<file path="src/rtl/noc_line_fill_if.sv">
// noc_line_fill_if: bundles the fill-request/status, line-buffer write and NoC read signals.
// Ports: master = line-fill engine (drives status, line write, NoC request);
//        slave  = miss handler / line buffer / NoC side (drives fill request and NoC response).
interface noc_line_fill_if #(
  parameter int DATA_WIDTH_MSB = 15,
  parameter int ADDR_WIDTH_MSB = 10,
  parameter int LINE_WORDS     = 4
);
  localparam int IDX_W = $clog2(LINE_WORDS);

  // miss handler side
  logic                    fill_req;
  logic [ADDR_WIDTH_MSB:0] fill_addr;
  logic                    fill_busy;
  logic                    fill_done;
  logic                    fill_err;
  // cache line buffer write port
  logic                    line_we;
  logic [IDX_W-1:0]        line_idx;
  logic [DATA_WIDTH_MSB:0] line_data;
  // NoC read port
  logic                    rd_valid;
  logic [ADDR_WIDTH_MSB:0] rd_addr;
  logic                    rd_ready;
  logic [DATA_WIDTH_MSB:0] rd_data;

  modport master (
    input  fill_req, fill_addr, rd_ready, rd_data,
    output fill_busy, fill_done, fill_err, line_we, line_idx, line_data, rd_valid, rd_addr
  );

  modport slave (
    output fill_req, fill_addr, rd_ready, rd_data,
    input  fill_busy, fill_done, fill_err, line_we, line_idx, line_data, rd_valid, rd_addr
  );
endinterface

</file>
<file path="src/rtl/noc_line_fill.sv">
// noc_line_fill: burst read initiator; fetches one cache line word-by-word over a NoC read port.
// Ports: clk, rst_n (async active-low); bus = noc_line_fill_if.master (fill req/status,
//        line-buffer write strobe/index/data, NoC rd_valid/rd_addr/rd_ready/rd_data).
// Latency: rd_valid one cycle after fill_req; line_we one cycle after each rd_ready, followed by
//          a one-cycle GAP; fill_done coincides with the last line_we (2*LINE_WORDS zero-wait).
// Backpressure: rd_valid/rd_addr held until rd_ready; TIMEOUT cycles without it -> fill_err.
// Build option: define NOC_FILL_CRITICAL_WORD_EN for critical-word-first wrap order
//               (otherwise every line is fetched from offset 0).
module noc_line_fill #(
  parameter int DATA_WIDTH_MSB = 15,
  parameter int ADDR_WIDTH_MSB = 10,
  parameter int LINE_WORDS     = 4,
  parameter int TIMEOUT        = 255
) (
  input  logic            clk,
  input  logic            rst_n,
  noc_line_fill_if.master bus
);
  localparam int IDX_W  = $clog2(LINE_WORDS);
  localparam int ADDR_W = ADDR_WIDTH_MSB + 1;
  localparam logic [IDX_W-1:0] LAST_CNT  = IDX_W'(LINE_WORDS - 1);
  localparam logic [7:0]       WAIT_LAST = 8'(TIMEOUT - 1);

  typedef enum logic [2:0] {S_IDLE, S_REQ, S_GAP, S_DONE, S_ERR} state_t;

  state_t                  state_q;
  logic [ADDR_WIDTH_MSB:0] base_q;
  logic [IDX_W-1:0]        idx_q;
  // Words already accepted; sized to the line so it covers every legal LINE_WORDS.
  logic [IDX_W-1:0]        cnt_q;
  logic [7:0]              wait_q;

  logic                    rd_valid_q;
  logic [ADDR_WIDTH_MSB:0] rd_addr_q;
  logic                    fill_busy_q;
  logic                    fill_done_q;
  logic                    fill_err_q;
  logic                    line_we_q;
  logic [IDX_W-1:0]        line_idx_q;
  logic [DATA_WIDTH_MSB:0] line_data_q;

  logic [ADDR_WIDTH_MSB:0] base_d;
  logic [IDX_W-1:0]        start_idx_d;
  logic [IDX_W-1:0]        idx_inc_d;

  assign base_d    = bus.fill_addr & ~ADDR_W'(LINE_WORDS - 1);
  // Wraps inside the line because LINE_WORDS is a power of two.
  assign idx_inc_d = idx_q + IDX_W'(1);

`ifdef NOC_FILL_CRITICAL_WORD_EN
  assign start_idx_d = bus.fill_addr[IDX_W-1:0];
`else
  assign start_idx_d = '0;
`endif

  always_ff @(posedge clk or negedge rst_n) begin
    if (!rst_n) begin
      state_q     <= S_IDLE;
      base_q      <= '0;
      idx_q       <= '0;
      cnt_q       <= '0;
      wait_q      <= '0;
      rd_valid_q  <= 1'b0;
      rd_addr_q   <= '0;
      fill_busy_q <= 1'b0;
      fill_done_q <= 1'b0;
      fill_err_q  <= 1'b0;
      line_we_q   <= 1'b0;
      line_idx_q  <= '0;
      line_data_q <= '0;
    end else begin
      line_we_q <= 1'b0;
      case (state_q)
        S_IDLE: begin
          if (bus.fill_req) begin
            state_q     <= S_REQ;
            base_q      <= base_d;
            idx_q       <= start_idx_d;
            cnt_q       <= '0;
            wait_q      <= '0;
            rd_valid_q  <= 1'b1;
            rd_addr_q   <= base_d | ADDR_W'(start_idx_d);
            fill_busy_q <= 1'b1;
          end
        end
        S_REQ: begin
          // rd_ready is checked first so a grant in the expiry cycle still lands the word.
          if (bus.rd_ready) begin
            line_we_q   <= 1'b1;
            line_idx_q  <= idx_q;
            line_data_q <= bus.rd_data;
            idx_q       <= idx_inc_d;
            cnt_q       <= cnt_q + IDX_W'(1);
            wait_q      <= '0;
            rd_valid_q  <= 1'b0;
            if (cnt_q == LAST_CNT) begin
              state_q     <= S_DONE;
              fill_done_q <= 1'b1;
              rd_addr_q   <= '0;
            end else begin
              // Next address is set up during the GAP so it is stable when rd_valid returns.
              state_q   <= S_GAP;
              rd_addr_q <= base_q | ADDR_W'(idx_inc_d);
            end
          end else if (wait_q == WAIT_LAST) begin
            state_q    <= S_ERR;
            fill_err_q <= 1'b1;
            rd_valid_q <= 1'b0;
            rd_addr_q  <= '0;
          end else begin
            wait_q <= wait_q + 8'd1;
          end
        end
        S_GAP: begin
          // rd_ready arriving here is ignored: no request is outstanding.
          rd_valid_q <= 1'b1;
          state_q    <= S_REQ;
        end
        S_DONE: begin
          fill_done_q <= 1'b0;
          fill_busy_q <= 1'b0;
          state_q     <= S_IDLE;
        end
        S_ERR: begin
          fill_err_q  <= 1'b0;
          fill_busy_q <= 1'b0;
          state_q     <= S_IDLE;
        end
        default: state_q <= S_IDLE;
      endcase
    end
  end

  assign bus.rd_valid  = rd_valid_q;
  assign bus.rd_addr   = rd_addr_q;
  assign bus.fill_busy = fill_busy_q;
  assign bus.fill_done = fill_done_q;
  assign bus.fill_err  = fill_err_q;
  assign bus.line_we   = line_we_q;
  assign bus.line_idx  = line_idx_q;
  assign bus.line_data = line_data_q;
endmodule

</file>
<file path="src/flat_wrapper.sv">
// flat-port wrapper written by rule: the top's interface ports become plain ports
module noc_line_fill_flat 
#(
  parameter int DATA_WIDTH_MSB = 15,
  parameter int ADDR_WIDTH_MSB = 10,
  parameter int LINE_WORDS     = 4,
  parameter int TIMEOUT        = 255
)
  (clk, rst_n, bus_fill_req, bus_fill_addr, bus_rd_ready, bus_rd_data, bus_fill_busy, bus_fill_done, bus_fill_err, bus_line_we, bus_line_idx, bus_line_data, bus_rd_valid, bus_rd_addr);
  noc_line_fill_if #(.DATA_WIDTH_MSB(DATA_WIDTH_MSB), .ADDR_WIDTH_MSB(ADDR_WIDTH_MSB), .LINE_WORDS(LINE_WORDS)) bus_i ();
  input  logic clk;
  input  logic rst_n;
  input wire logic [$bits(bus_i.fill_req)-1:0] bus_fill_req;
  input wire logic [$bits(bus_i.fill_addr)-1:0] bus_fill_addr;
  input wire logic [$bits(bus_i.rd_ready)-1:0] bus_rd_ready;
  input wire logic [$bits(bus_i.rd_data)-1:0] bus_rd_data;
  output wire logic [$bits(bus_i.fill_busy)-1:0] bus_fill_busy;
  output wire logic [$bits(bus_i.fill_done)-1:0] bus_fill_done;
  output wire logic [$bits(bus_i.fill_err)-1:0] bus_fill_err;
  output wire logic [$bits(bus_i.line_we)-1:0] bus_line_we;
  output wire logic [$bits(bus_i.line_idx)-1:0] bus_line_idx;
  output wire logic [$bits(bus_i.line_data)-1:0] bus_line_data;
  output wire logic [$bits(bus_i.rd_valid)-1:0] bus_rd_valid;
  output wire logic [$bits(bus_i.rd_addr)-1:0] bus_rd_addr;
  assign bus_i.fill_req = bus_fill_req;
  assign bus_i.fill_addr = bus_fill_addr;
  assign bus_i.rd_ready = bus_rd_ready;
  assign bus_i.rd_data = bus_rd_data;
  assign bus_fill_busy = bus_i.fill_busy;
  assign bus_fill_done = bus_i.fill_done;
  assign bus_fill_err = bus_i.fill_err;
  assign bus_line_we = bus_i.line_we;
  assign bus_line_idx = bus_i.line_idx;
  assign bus_line_data = bus_i.line_data;
  assign bus_rd_valid = bus_i.rd_valid;
  assign bus_rd_addr = bus_i.rd_addr;
  noc_line_fill #(.DATA_WIDTH_MSB(DATA_WIDTH_MSB), .ADDR_WIDTH_MSB(ADDR_WIDTH_MSB), .LINE_WORDS(LINE_WORDS), .TIMEOUT(TIMEOUT)) u_core (.clk(clk), .rst_n(rst_n), .bus(bus_i));
endmodule
</file>
<file path="config.mk">
export PLATFORM = sky130hd
export DESIGN_NAME = noc_line_fill_flat
export DESIGN_NICKNAME = d
export VERILOG_FILES = /design/src/rtl/noc_line_fill_if.sv /design/src/rtl/noc_line_fill.sv /design/src/flat_wrapper.sv
export SDC_FILE = /design/constraint.sdc
export NUM_CORES = 1
export LEC_CHECK = 0
export BUFFER_PORTS_ARGS = -buffer_cell sky130_fd_sc_hd__buf_2
export CAP_MARGIN = 20
export CORE_ASPECT_RATIO = 1.25
export CORE_MARGIN = 2
export CORE_UTILIZATION = 29
export DETAILED_ROUTE_END_ITERATION = 8
export MAX_ROUTING_LAYER = met4
export PLACE_DENSITY_LB_ADDON = 0.08
export SLEW_MARGIN = 20
export SYNTH_ARGS = -nofsm -noshare
export SYNTH_HDL_FRONTEND = slang
export SYNTH_SLANG_ARGS = --single-unit
</file>
<file path="constraint.sdc">
create_clock -name clk -period 2.85 [get_ports clk]
set_input_delay 0.57 -clock clk [delete_from_list [all_inputs] [get_ports clk]]
set_output_delay 0.57 -clock clk [all_outputs]
set_load 0.005 [all_outputs]
</file>
==> Yosys cells after proc, flatten, opt, wreduce, memory -nomap -nowiden <==
Cells that the tools add are included.
{ "classes": {"n_addsub": 3, "n_eq_ne": 13, "mux": 32, "bitwise_logic": 1, "n_reduce_logical": 17} }
{ "op_table": {"columns": ["cell", "n"], "rows": [
  ["$mux W11", 4],
  ["$mux W8", 3],
  ["$pmux W11 S2", 1],
  ["$reduce_and A3 Y1", 6],
  ["$pmux W8 S2", 1],
  ["$or A11 B2 Y11", 1],
  ["$mux W1", 10],
  ["$mux W3", 3],
  ["$pmux W3 S3", 1],
  ["$add A8 B1 Y8 const B", 1],
  ["$eq A8 B8 Y1 const B", 1],
  ["$pmux W2 S2", 2],
  ["$reduce_and A2 Y1", 4],
  ["$reduce_bool A2 Y1", 4],
  ["$eq A3 B2 Y1 const B", 2],
  ["$mux W2", 3],
  ["$ne A2 B2 Y1 const B", 3],
  ["$pmux W1 S2", 3],
  ["$add A2 B1 Y2 const B", 2],
  ["$ne A2 B1 Y1 const B", 2],
  ["$eq A3 B1 Y1 const B", 1],
  ["$eq A3 B3 Y1 const B", 1],
  ["$logic_not A3 Y1", 1],
  ["$ne A3 B2 Y1 const B", 1],
  ["other kinds (5)", 5]
]} }
{ "totals": {"register_bits": 58, "in_bits": 31, "elab_cells": 79} }

==> Longest topological paths before layout <==
Gate-level depths: netlist of the first run.
{ "depth": {"depth_word": 5, "mapped_depth": 7, "mapped_depth_nobuf": 6} }

==> Worst setup path after synthesis of the first run <==
Ideal clock, no wire load.
{ "synth_timing": {"kind": "input-to-reg", "from": "input bus_rd_ready", "to": "register u_core.rd_addr_q[10] (netlist: u_core.bus.rd_addr[10])", "t_arrival_ns": 1.724, "path_slack_ns": 1.001, "stages": 5, "path_cell_list": "nor4b_4 o21ai_2 a21oi_2 buf_6 mux2_2"} }
{ "synth_between": {"elab_chain_len": 2, "elab_cells_between_ends": 4, "classes_between": "eq/ne: 1; mux: 2; reduce/logical: 1"} }
{ "synth_lines": {"columns": ["element", "line_no", "rtl"], "rows": [
  ["from (decl)", "flat_wrapper.sv:15", "input wire logic [$bits(bus_i.rd_ready)-1:0] bus_rd_ready;"],
  ["$ne A3 B2 Y1 (no source line) / $mux W11 (equally long branches)", null, null],
  ["$reduce_and A3 Y1 (no source line) / $pmux W11 S2 (equally long branches)", null, null],
  ["to (signal assigned)", "noc_line_fill.sv:82", "rd_addr_q <= base_d | ADDR_W'(start_idx_d);"],
  ["to (signal assigned)", "noc_line_fill.sv:103", "rd_addr_q <= base_q | ADDR_W'(idx_inc_d);"],
  ["to (decl)", "noc_line_fill.sv:34", "logic [ADDR_WIDTH_MSB:0] rd_addr_q;"]
]} }
Several ways; a longest one is shown, not always the timed one.
A chain may end at the register's enable or synchronous reset.

==> Worst setup path in the final report of the first run <==
{ "layout_timing": {"from": "register u_core.state_q[1]", "to": "register u_core.rd_addr_q[8] (netlist: u_core.bus.rd_addr[8])"} }
{ "layout_between": {"elab_chain_len": 3, "elab_cells_between_ends": 7, "classes_between": "eq/ne: 3; mux: 1; reduce/logical: 3"} }
{ "layout_lines": {"columns": ["element", "line_no", "rtl"], "rows": [
  ["from (decl)", "noc_line_fill.sv:26", "state_t state_q;"],
  ["from (signal assigned)", "noc_line_fill.sv:58", "state_q <= S_IDLE;"],
  ["from (signal assigned)", "noc_line_fill.sv:76", "state_q <= S_REQ;"],
  ["from (signal assigned)", "noc_line_fill.sv:97", "state_q <= S_DONE;"],
  ["$eq A3 B1 Y1 / $logic_not A3 Y1 (equally long branches)", "noc_line_fill.sv:73", "case (state_q)"],
  ["$ne A3 B2 Y1 (no source line), or another cell as far along", null, null],
  ["$reduce_and A3 Y1 (no source line)", null, null]
]} }
Several ways; a longest one is shown, not always the timed one.

==> summary.md, run 1 <==
| Metric | Value |
|---|---|
| First-pass iteration count of the detailed router | 4 |
| Skew-Pair Late Insertion Delay | 340 ps |
| Htree depth | 3 |
| Worst endpoint data arrival time | approximately 2300 ps |
| Area of the multi-input gates | 1015 um^2 |
| Total Wirelength | 5120 um |
| CTS tree | yes |
| Unrepaired setup endpoints after global routing | no |
| Synth area leader | dfrtp_1 |
| Fin Setup TNS | 0 ps |
| CP Max Fanout | 13 |
| Cell Rows | 38 |
| Gates resized, CTS repair | 0 |
| 1st-iter DRT viols | between 40 and 50 |
| Synthesis-to-layout area growth | 23.31% |
| Slowest stage cell, crit path | dfrtp_1 |
| IO Port Bufs | a little over 60 |
| CTS Hold Bufs | 0 |
| DRC viols | 0 |
| Fmax | about 470 MHz |
| Cell area after layout | 3118 um^2 |
| CTS root buf | clkbuf_8 |
| Post-synthesis instance total | 194 |
| Initial antenna violation count | 0 |
| Vias per cell | 4.678 |
| Syn Std Cell Area | 2529 um^2 |
| Die Ht | 108.4 um |
| Slowest Stage Delay on Critical Path | 570 ps |
| First-pass GRT wire length | between 8000 and 9000 um |
| Number of global-route vias before repair | 1734 |
| Total Power | 3201 uW |
| Die footprint | 9487 um^2 |
| Fin. Hold Viols | 0 |
| Cts bufs inserted | 9 |
| Global Route Usage Sum | 12.08% |
| Final Skew | 15.35 ps |
| Share of layout cells above drive strength 1 | between 40% and 50% |
| Register area | 1451 um^2 |
| Gpl congestion | 0.7023 |
| Cells along the critical path | nor4b_4 -> o21ai_2 -> a21oi_2 -> buf_4 -> mux2_2 |
| DP Wirelength | 3516 um |
| Relative slew slack | 50.86% |
| YS warnings | 0 |
| Routed len/inst | 13.99 um |
| Final setup viols | 0 |
| Core ar. | 8558 um^2 |
| Gr ovfl total | 0 |
| Post-synth EDFFs | 0 |
| Post-synthesis register bit count | 58 |
| Via Count | 1712 |
| VDD IR max | 0.3156 mV |
| N_diodes | 0 |
| Fin. max-slew vios | 0 |
| Share of Yosys cell area claimed by the top area cell type | 57.40% |
| Layout fillers | approximately 900 |
| FFs w/ async S/R, synth | 100.0% |
| Commonest cells post-synth | dfrtp_1 (58), mux2_2 (37), a22o_1 (10), nand2_1 (9), o21ai_0 (9) |
| Power per cell area | about 1000 nW/um^2 |
| Chip width | 87.52 um |
| WP buf/inv | 1 |
| Fin crit share | 74.49% |
| Syn Area/Cell | roughly 13 um^2 |
| Sequential fraction of the synthesis area | 57.40% |
| Period minus WS final | 2123 ps |
| Pleak | 0.001461 uW |
| Antenna Nets Post-Route | 0 |
| Largest net degree at the start of global routing | 59 |
| Primary FF master, synth | dfrtp_1 |
| Critical Path RT | 3060 ps |
| WS Path Type | reg2reg |
| CP top delay family | flip-flops |
| DP Area | 2947 um^2 |
| Hold/Removal Path Class | in2async |
| Top cells by area, synth | dfrtp_1 (57%), mux2_2 (16%), a22o_1 (3.5%), o21ai_0 (1.8%), ha_1 (1.5%) |
| Layout Nets | 295 |
| Max clock buf depth | 2 |
| Syn Nets | about 230 |
| Top Ports | between 60 and 70 |
| Status | complete, no violations |
| Starting Density | approximately 30% |
| Post-CTS Repair Setup Buffers | 0 |
| Worst setup SP type | register |
| Most numerous cell in the Yosys netlist | dfrtp_1 |
| Max Cap Viol | 0 |
| Worst-Margin Slew | ~740 ps |
| Clock edge transition at the registers on the reported setup and hold paths | 80 ps |
| Clk sink count | a little under 60 |
| Post-synth cell types | 40 |
| Crit end category | register |
[metal layers]
layer	up-vias	wire length [um]	GRT usage, %	share of wire, %
li1	840	-	-	-
met1	824	2219	13.65	43
met2	37	2583	19.59	50
met3	11	220	3.053	4.3
met4	0	97	6.264	1.9
met5	-	0	-	0
[cell type report]
| cell class | count | area share (%) |
|---|---|---|
| tap | 100 | 4.013 |
| timing repair buffer | 65 | 10.67 |
| clock buffer | 10 | 4.093 |
| sequential | 58 | 46.55 |
| clock inverter | 6 | 1.404 |
| inverter | 6 | 0.7223 |
| multi-input combinational | 121 | 32.54 |
[path summary, 6_finish.rpt]
path | from | endpoint | slack, ps | depth (start not counted)
worst max-delay path | u_core.state_q[1]$_DFFE_PN0P_ | u_core.bus.rd_addr[8]$_DFFE_PN0P_ | 730 | 5
max in group asynchronous | rst_n | u_core.cnt_q[1]$_DFFE_PN0P_ | 1980 | 2
worst min register to register | u_core.bus.fill_err$_DFFE_PN0P_ | u_core.bus.fill_err$_DFFE_PN0P_ | 490 | 1
worst min-delay path | rst_n | u_core.bus.rd_addr[9]$_DFFE_PN0P_ | 380 | 2
min in group clk | bus_rd_data[0] | u_core.bus.line_data[0]$_DFFE_PN0P_ | 470 | 2
worst max register to register | u_core.state_q[1]$_DFFE_PN0P_ | u_core.bus.rd_addr[8]$_DFFE_PN0P_ | 730 | 5
[metrics by stage]
stage	hold slack (ps)	instances	setup slack, ps	util (%)
floorplan	274.4	194	1001	-
global placement	471.0	350	621.5	34.43
detailed placement	478.6	350	649.6	34.43
CTS	412.5	366	698.2	36.43
global route	436.8	366	542.1	36.43
finish	379.8	366	727.1	36.43
[cell usage in the layout, fill, tap and decap left out, drive strengths merged, types with 2 or more instances in the layout]
master and n:
a21oi 5, a22o 12, a31oi 5, and2 2
and3 2, buf 65, clkbuf 10, clkinv 5
dfrtp 58, ha 3, inv 6, mux2 37
nand2 9, nand2b 2, nand3 7, nor2 7
nor3 2, o21ai 10
[registers in the layout (all words and copies together) (netlist names)]
signal	flops
u_core.base_q	9
u_core.bus.rd_addr	11
u_core.bus.line_data	16
u_core.idx_q	2
u_core.bus.fill_err	1
u_core.cnt_q	2
u_core.bus.fill_busy	1
u_core.state_q	3
u_core.wait_q	8
u_core.bus.fill_done	1
u_core.bus.rd_valid	1
u_core.bus.line_idx	2
u_core.bus.line_we	1
[power breakdown]
part | internal, uW | switching (uW) | total [uW]
clock network | 316 | 341 | 657
logic | 660 | 497 | 1160
registers | 1170 | 213 | 1390
total | 2150 | 1050 | 3200
[cell families (layout without fill, tap and decap cells)]
logic type / after synthesis / after routing / share of synthesized area, %
flip-flops: 58 / 58 / 57.40
AND/OR/NAND/NOR: 40 / 40 / 9.896
AO/OA/AOI/OAI: 39 / 39 / 10.99
multiplexers: 37 / 37 / 16.48
buffers and inverters: 15 / 87 / 3.068
adder cells (fa/ha/maj): 3 / 3 / 1.485
XOR/XNOR: 2 / 2 / 0.6929
(Power assumes the default switching activity.)
==> inputs of run 2 (changes only) <==
- ABC_AREA: unset -> 1
- clock period: 2.85 -> 1.8 ns (I/O delays scaled with it)
==> run 2 against run 1 <==
- combinational power grew 91%
- fmax grew 33%
- area after synthesis grew 8.2%
- clock skew shrank 12 ps
- critical path depth grew 1
- core utilization grew 0.86 points
- global-route usage grew 1.6 points
- non-clock buffer count grew 4
- die area grew 7.9%
- register-to-register slack lost 530 ps
- flip-flop and latch count is the same
- worst setup slack lost 530 ps
==> summary.md, run 2 <==
| Metric | Value |
|---|---|
| Most numerous cell in the Yosys netlist | nand2_1 |
| Fmax | 625.4 MHz (+33%) |
| Logic pwr share | 38.2% (+2.0 points) |
| Max clock buf depth | 2 (unchanged) |
| Pint | 3629 uW (+69%) |
| Clock share of power | 25.1% (+4.6 points) |
| Most frequent cells in the layout | nand2_1 (135), buf_2 (62), dfrtp_1 (58), nor2_1 (32), inv_1 (26) |
| Fin. Hold Viols | 0 (unchanged) |
| R2R cell count | 6 (+1) |
| First-pass iteration count of the detailed router | 4 (unchanged) |
| Relative slew slack | 66.56% (+16 points) |
| WS Path Type | reg2reg |
| Sw Pwr | 2147 uW (+100%) |
| Syn Area/Cell | 8.217 um^2 (-37%) |
| Critical Path RT | 2050 ps (-1010 ps) |
| Post-synthesis register bit count | 58 (unchanged) |
| Register share of total power | 36.6% (-6.7 points) |
| Layout fillers | 1012 (+14%) |
| DP Wirelength | 4325 um (+23%) |
| Vias per cell | 4.323 (-7.6%) |
| Syn Std Cell Area | 2736 um^2 (+8.2%) |
| Largest net degree at the start of global routing | 59 (unchanged) |
| Clk sink count | 58 (unchanged) |
| 1st-iter DRT viols | 119 (+140%) |
| Sequential fraction of the synthesis area | 53.04% (-4.4 points) |
| Worst setup SP type | register |
| N_diodes | 0 (unchanged) |
| Power per cell area | 1688 nW/um^2 (+64%) |
| Post-synthesis instance total | 333 (+72%) |
| Cells along the critical path | nor2_4 -> nand2_2 -> nor2_4 -> inv_2 -> nor2_1 -> o21a_1 |
| Number of global-route vias before repair | 2172 (+25%) |
| Worst endpoint data arrival time | 1850 ps (-480 ps) |
| First-pass GRT wire length | 10710 um (+26%) |
| Die footprint | 10230 um^2 (+7.9%) |
| Sw Ratio | 37.17% (+4.3 points) |
| Crit end category | register |
| Slowest stage cell, crit path | dfrtp_1 |
| Final Skew | 3.123 ps (-12.22 ps) |
| Status | complete, no violations |
| Share of layout cells above drive strength 1 | 23.94% (-23 points) |
| Antenna Nets Post-Route | 0 (unchanged) |
| VDD IR max | 0.4858 mV (+54%) |
| Top Ports | 65 (unchanged) |
| YS warnings | 0 (unchanged) |
| Layout Nets | 434 (+47%) |
| DRC viols | 0 (unchanged) |
| Final hold slack | 30.53 ps (-349.3 ps) |
| Pleak | 0.001870 uW (+28%) |
| Htree depth | 3 (unchanged) |
| Non-Filler Instances | 524 (+43%) |
| Cell Rows | 39 (+2.6%) |
| Max Cap Viol | 0 (unchanged) |
| Reg2reg end | u_core.bus.fill_done$_DFFE_PN0P_ |
| Worst reg-to-reg setup slack | 200 ps (-530 ps) |
| Worst-Margin Slew | 501.7 ps (-235.5 ps) |
| IO Port Bufs | 62 (unchanged) |
| WP buf/inv | 1 (unchanged) |
| Max FFs per register | 16 (unchanged) |
| CP dominant cell by count | nor2_4 |
| Fin Setup TNS | 0 ps (unchanged) |
| CTS root buf | clkbuf_16 |
| FFs w/ async S/R, synth | 100.0% (unchanged) |
| Die Ht | 112.6 um (+3.9%) |
| Clock edge transition at the registers on the reported setup and hold paths | 50 ps (-30 ps) |
| Initial antenna violation count | 0 (unchanged) |
| Post-synth EDFFs | 0 (unchanged) |
| Gpl congestion | 0.7690 (+9.5%) |
| Commonest non-fill, non-tap cell in the layout | nand2_1 |
| Primary FF master, synth | dfrtp_1 |
| CTS Hold Bufs | 0 (unchanged) |
| Skew-Pair Late Insertion Delay | 320 ps (-20 ps) |
| Hold/Removal Path Class | in2async |
| Via Count | 2265 (+32%) |
| Top cells by area, synth | dfrtp_1 (53%), nand2_1 (19%), nor2_1 (4.4%), inv_1 (3.6%), nand3_1 (3.3%) |
| Global Route Usage Sum | 13.72% (+1.6 points) |
| Synth area leader | dfrtp_1 |
| Total Wirelength | 6230 um (+22%) |
| Routed len/inst | 11.89 um (-15%) |
| CP top delay family | simple AND/OR/NAND/NOR gates |
| Final setup viols | 0 (unchanged) |
| Fin. max-slew vios | 0 (unchanged) |
| Chip width | 90.88 um (+3.8%) |
| Period minus WS final | 1599 ps (-523.8 ps) |
| CP Max Fanout | 22 (+9) |
| DP Cell Count | 511 (+46%) |
| Unrepaired setup endpoints after global routing | no |
| Commonest cells post-synth | nand2_1 (135), dfrtp_1 (58), nor2_1 (32), inv_1 (26), nand3_1 (18) |
| CTS tree | yes |
| Worst r2r src | u_core.state_q[2]$_DFFE_PN0P_ |
| Synthesis-to-layout area growth | 25.01% |
| Fin crit share | 88.84% (+14 points) |
| Core ar. | 9174 um^2 (+7.2%) |
| Starting Density | 29.83% (+0.28 points) |
| Syn Nets | 367 (+61%) |
| Gr ovfl total | 0 (unchanged) |
| Slowest Stage Delay on Critical Path | 420 ps (-150 ps) |
| Cts bufs inserted | 9 (unchanged) |
| Post-synth cell types | 30 (-25%) |
| Share of Yosys cell area claimed by the top area cell type | 53.04% (-4.4 points) |
==> run 2: cell types whose count changed after synthesis, moves of 10 or more <==
cell	before	now
nor2_1	7	32
a21oi_1	4	15
nand2_1	9	135
nand3_1	7	18
a22o_1	10	0
inv_1	6	26
mux2_2	37	0
==> run 2: worst max path at each step <==
stage | startpoint | slack [ps] | depth (start not counted) | to
CTS | u_core.state_q[2]$_DFFE_PN0P_ | 80 | 6 | u_core.bus.fill_done$_DFFE_PN0P_
floorplan | u_core.wait_q[0]$_DFFE_PN0P_ | 460 | 10 | u_core.wait_q[7]$_DFFE_PN0P_
detailed placement | u_core.state_q[2]$_DFFE_PN0P_ | 80 | 7 | u_core.bus.rd_addr[1]$_DFFE_PN0P_
global route | u_core.state_q[2]$_DFFE_PN0P_ | 10 | 6 | u_core.bus.fill_done$_DFFE_PN0P_
global placement | u_core.state_q[2]$_DFFE_PN0P_ | 100 | 7 | u_core.bus.rd_addr[1]$_DFFE_PN0P_
finish | u_core.state_q[2]$_DFFE_PN0P_ | 200 | 6 | u_core.bus.fill_done$_DFFE_PN0P_
==> run 2: area by class of cell <==
cell class	instances	area, um^2	share of cell area [%]
Tap cell	123	153.9	4.499
Sequential cell	58	1451	42.43
Inverter	29	108.9	3.182
Timing Repair Buffer	69	387.9	11.34
Clock inverter	1	5.005	0.1463
Clock buffer	11	242.7	7.096
Multi-Input combinational cell	233	1071	31.31
==> run 2: power groups by stage <==
stage | Sequential, uW | Clock, uW | Combinational (uW)
finish | 2110 | 1450 | 2210
floorplan | 2120 | 0 | 1560
CTS | 2120 | 1520 | 2230
global placement | 2130 | 0 | 2230
detailed placement | 2140 | 0 | 2230
global route | 2180 | 1580 | 2550
==> run 2: logic make-up (layout without fill, tap and decap cells) <==
family          after synthesis  after routing  share of synthesized area, %
compound gates               30             30                         6.539
flops                        58             58                         53.04
simple gates                199            199                         30.73
xor+xnor                      1              1                        0.3201
buf+inv                      42            110                         8.001
fa+ha+maj                     3              3                         1.372
==> run 2: layer usage <==
layer / GRT usage, % / up-vias / wire (um)
li1: - / 1168 / -
met1: 16.99 / 1050 / 2883
met2: 21.00 / 40 / 2949
met3: 4.430 / 7 / 293
met4: 5.152 / 0 / 102
met5: - / - / 0
==> run 2: what timing repair did <==
item	in CTS	in global routing
gates resized for setup	0	1
setup buffers	0	1
setup endpoints to repair	0	27
==> run 2: stage by stage <==
| step | setup WS, ps | power (uW) | area (um^2) | utilization [%] |
|---|---|---|---|---|
| after detailed placement | 83.15 | 4370 | 3161 | 34.45 |
| after global placement | 103.3 | 4355 | 3161 | 34.45 |
| after floorplan | 459.4 | 3684 | 2736 | - |
| final | 200.9 | 5776 | 3421 | 37.29 |
| after global routing | 13.43 | 6313 | 3421 | 37.29 |
| after CTS | 84.10 | 5878 | 3408 | 37.15 |
==> inputs of run 3 (changes only) <==
- BUFFER_PORTS_ARGS: -buffer_cell sky130_fd_sc_hd__buf_2 -> unset
- DONT_BUFFER_PORTS: unset -> 1
==> run 3 against run 2 <==
- first-iteration DRC count decreased by 13%
- final area down 6.1%
- global-route usage decreased by 0.096 points
- clock power up 39%
- sequential share of layout area rose by 2.7 points
- sequential power is 5% higher
- critical path depth is the same
- critical endpoint is now u_core.bus.line_idx[0]$_DFFE_PN0P_
- largest power group is now registers
==> summary.md, run 3 (synthesized netlist as in run 2, its figures left out) <==
| Metric | Value |
|---|---|
| Non-Filler Instances | 467 (-11%) |
| Critical Path RT | 2020 ps (-30 ps) |
| Fin util | 35.02% (-2.3 points) |
| Hold path depth | 2 |
| Initial antenna violation count | 0 (unchanged) |
| CP Max Fanout | 15 (-32%) |
| Clock share of power | 33.4% (+8.3 points) |
| Vias per cell | 4.353 (+0.71%) |
| CP dominant cell by count | nor2_4 |
| Fin crit share | 89.00% (+0.17 points) |
| Cells along the critical path | nor2_4 -> nand2_2 -> nor2_4 -> buf_4 -> nand2_1 -> o21a_1 |
| Final Skew | 6.052 ps (+2.929 ps) |
| Die footprint | 10230 um^2 (unchanged) |
| Max FFs per register | 16 (unchanged) |
| Max clock buf depth | 2 (unchanged) |
| N_diodes | 0 (unchanged) |
| Gpl congestion | 0.7378 (-4.1%) |
| Logic pwr share | 29.7% (-8.5 points) |
| Htree depth | 3 (unchanged) |
| Unrepaired setup endpoints after global routing | no |
| Register share of total power | 36.9% (+0.3 points) |
| Clk sink count | 58 (unchanged) |
| Reg2reg end | u_core.bus.line_idx[0]$_DFFE_PN0P_ |
| Max Cap Viol | 0 (unchanged) |
| Sw Pwr | 2203 uW (+2.6%) |
| Fin. max-slew vios | 0 (unchanged) |
| First-pass GRT wire length | 10590 um (-1.1%) |
| Largest net degree at the start of global routing | 59 (unchanged) |
| Share of layout cells above drive strength 1 | 11.34% (-13 points) |
| Synthesis-to-layout area growth | 17.42% |
| Fin. Hold Viols | 0 (unchanged) |
| Area of the multi-input gates | 1066 um^2 (-0.47%) |
| Worst-Margin Slew | 470.8 ps (-30.83 ps) |
| Pleak | 0.001654 uW (-12%) |
| Sw Ratio | 36.60% (-0.57 points) |
| First-pass iteration count of the detailed router | 4 (unchanged) |
| Cts bufs inserted | 9 (unchanged) |
| Most frequent cells in the layout | nand2_1 (135), dfrtp_1 (58), nor2_1 (32), inv_1 (26), nand3_1 (18) |
| CTS root buf | clkbuf_16 |
| Fmax | 624.2 MHz (-0.19%) |
| Routed len/inst | 13.36 um (+12%) |
| WS Path Type | reg2reg |
| Top Ports | 65 (unchanged) |
| Hold/Removal Path Class | in2reg |
| Clock edge transition at the registers on the reported setup and hold paths | 60 ps (about the same) |
| Slowest stage cell, crit path | dfrtp_1 |
| R2R cell count | 6 (unchanged) |
| Die Ht | 112.6 um (unchanged) |
| Layout Nets | 373 (-14%) |
| Gr ovfl total | 0 (unchanged) |
| Min setup slack post-route | 197.9 ps (-2.989 ps) |
| Pint | 3817 uW (+5.2%) |
| Number of global-route vias before repair | 2031 (-6.5%) |
| Worst endpoint data arrival time | 1820 ps (-30 ps) |
| 1st-iter DRT viols | 104 (-13%) |
| Worst reg-to-reg setup slack | 200 ps (about the same) |
| CTS Hold Bufs | 2 (+2) |
| Worst r2r src | u_core.state_q[2]$_DFFE_PN0P_ |
| Commonest non-fill, non-tap cell in the layout | nand2_1 |
| Cell Rows | 39 (unchanged) |
| DP Cell Count | 449 (-12%) |
| Slowest Stage Delay on Critical Path | 420 ps (about the same) |
| Final setup viols | 0 (unchanged) |
| DRC viols | 0 (unchanged) |
| Gates resized, CTS repair | 0 (unchanged) |
| Via Count | 2033 (-10%) |
| Global Route Usage Sum | 13.62% (-0.096 points) |
| Register area | 1451 um^2 (unchanged) |
| Antenna Nets Post-Route | 0 (unchanged) |
| Power per cell area | 1874 nW/um^2 (+11%) |
| Post-CTS Repair Setup Buffers | 0 (unchanged) |
| Worst setup SP type | register |
| Core ar. | 9174 um^2 (unchanged) |
| Skew-Pair Late Insertion Delay | 320 ps (about the same) |
| Status | complete, no violations |
| Fin Setup TNS | 0 ps (unchanged) |
| Starting Density | 29.83% (unchanged) |
| CTS tree | yes |
| DP Wirelength | 4205 um (-2.8%) |
| IO Port Bufs | 0 (-100%) |
| Period minus WS final | 1602 ps (+2.989 ps) |
| Pre-CTS setup slack | 185.1 ps (+102.0 ps) |
| Relative slew slack | 68.61% (+2.1 points) |
| Total Wirelength | 6239 um (+0.14%) |
| VDD IR max | 0.5202 mV (+7.1%) |
| Crit end category | register |
| Layout fillers | 1023 (+1.1%) |
| Worst Hold Path EP | u_core.bus.line_data[1]$_DFFE_PN0P_ |
| Chip width | 90.88 um (unchanged) |
| HP Start | bus_rd_data[1] |
[run 3: area by class of cell]
type / count / area share (%)
timing repair buffer: 8 / 2.570
tap: 123 / 4.790
inverter: 29 / 3.388
sequential: 58 / 45.17
clock inverter: 7 / 3.894
clock buffer: 9 / 7.009
multi-input combinational: 233 / 33.18
[run 3: worst max-delay path: cells and delay by family (launching register included)]
family,cells,cell delay [ps]
simple gates,4,720
flops,1,420
buf+inv,1,240
compound gates,1,120
[run 3: per-stage QoR]
stage	power, uW	cell area [um^2]	hold slack, ps
after CTS	6151	3213	138.3
after floorplan	3684	2736	64.41
final	6020	3213	150.3
after detailed placement	4062	2825	65.69
after global routing	6535	3213	145.3
after global placement	4037	2825	65.67
[run 3: layer usage]
metal	track usage, %	wire [um]	vias to the layer above
met5	-	0	-
met4	5.152	91	0
met3	3.893	308	6
met2	21.44	2986	49
met1	16.67	2851	938
li1	-	-	1040
[run 3: worst max path at each step]
stage / from / endpoint / cells past startpoint
2_1_floorplan: u_core.wait_q[0]$_DFFE_PN0P_ / u_core.wait_q[7]$_DFFE_PN0P_ / 10
3_3_place_gp: u_core.state_q[2]$_DFFE_PN0P_ / u_core.bus.line_idx[0]$_DFFE_PN0P_ / 6
3_5_place_dp: u_core.state_q[2]$_DFFE_PN0P_ / u_core.bus.line_idx[0]$_DFFE_PN0P_ / 6
4_1_cts: u_core.state_q[2]$_DFFE_PN0P_ / u_core.bus.rd_addr[9]$_DFFE_PN0P_ / 8
5_1_grt: u_core.state_q[2]$_DFFE_PN0P_ / u_core.bus.rd_addr[9]$_DFFE_PN0P_ / 8
6_report: u_core.state_q[2]$_DFFE_PN0P_ / u_core.bus.line_idx[0]$_DFFE_PN0P_ / 6
[run 3: power by group through the flow]
| stage | Clock (uW) | Sequential [uW] | Combinational, uW |
|---|---|---|---|
| floorplan | 0 | 2120 | 1560 |
| global placement | 0 | 2250 | 1780 |
| detailed placement | 0 | 2260 | 1800 |
| CTS | 2070 | 2240 | 1840 |
| global route | 2120 | 2290 | 2120 |
| finish | 2010 | 2220 | 1790 |
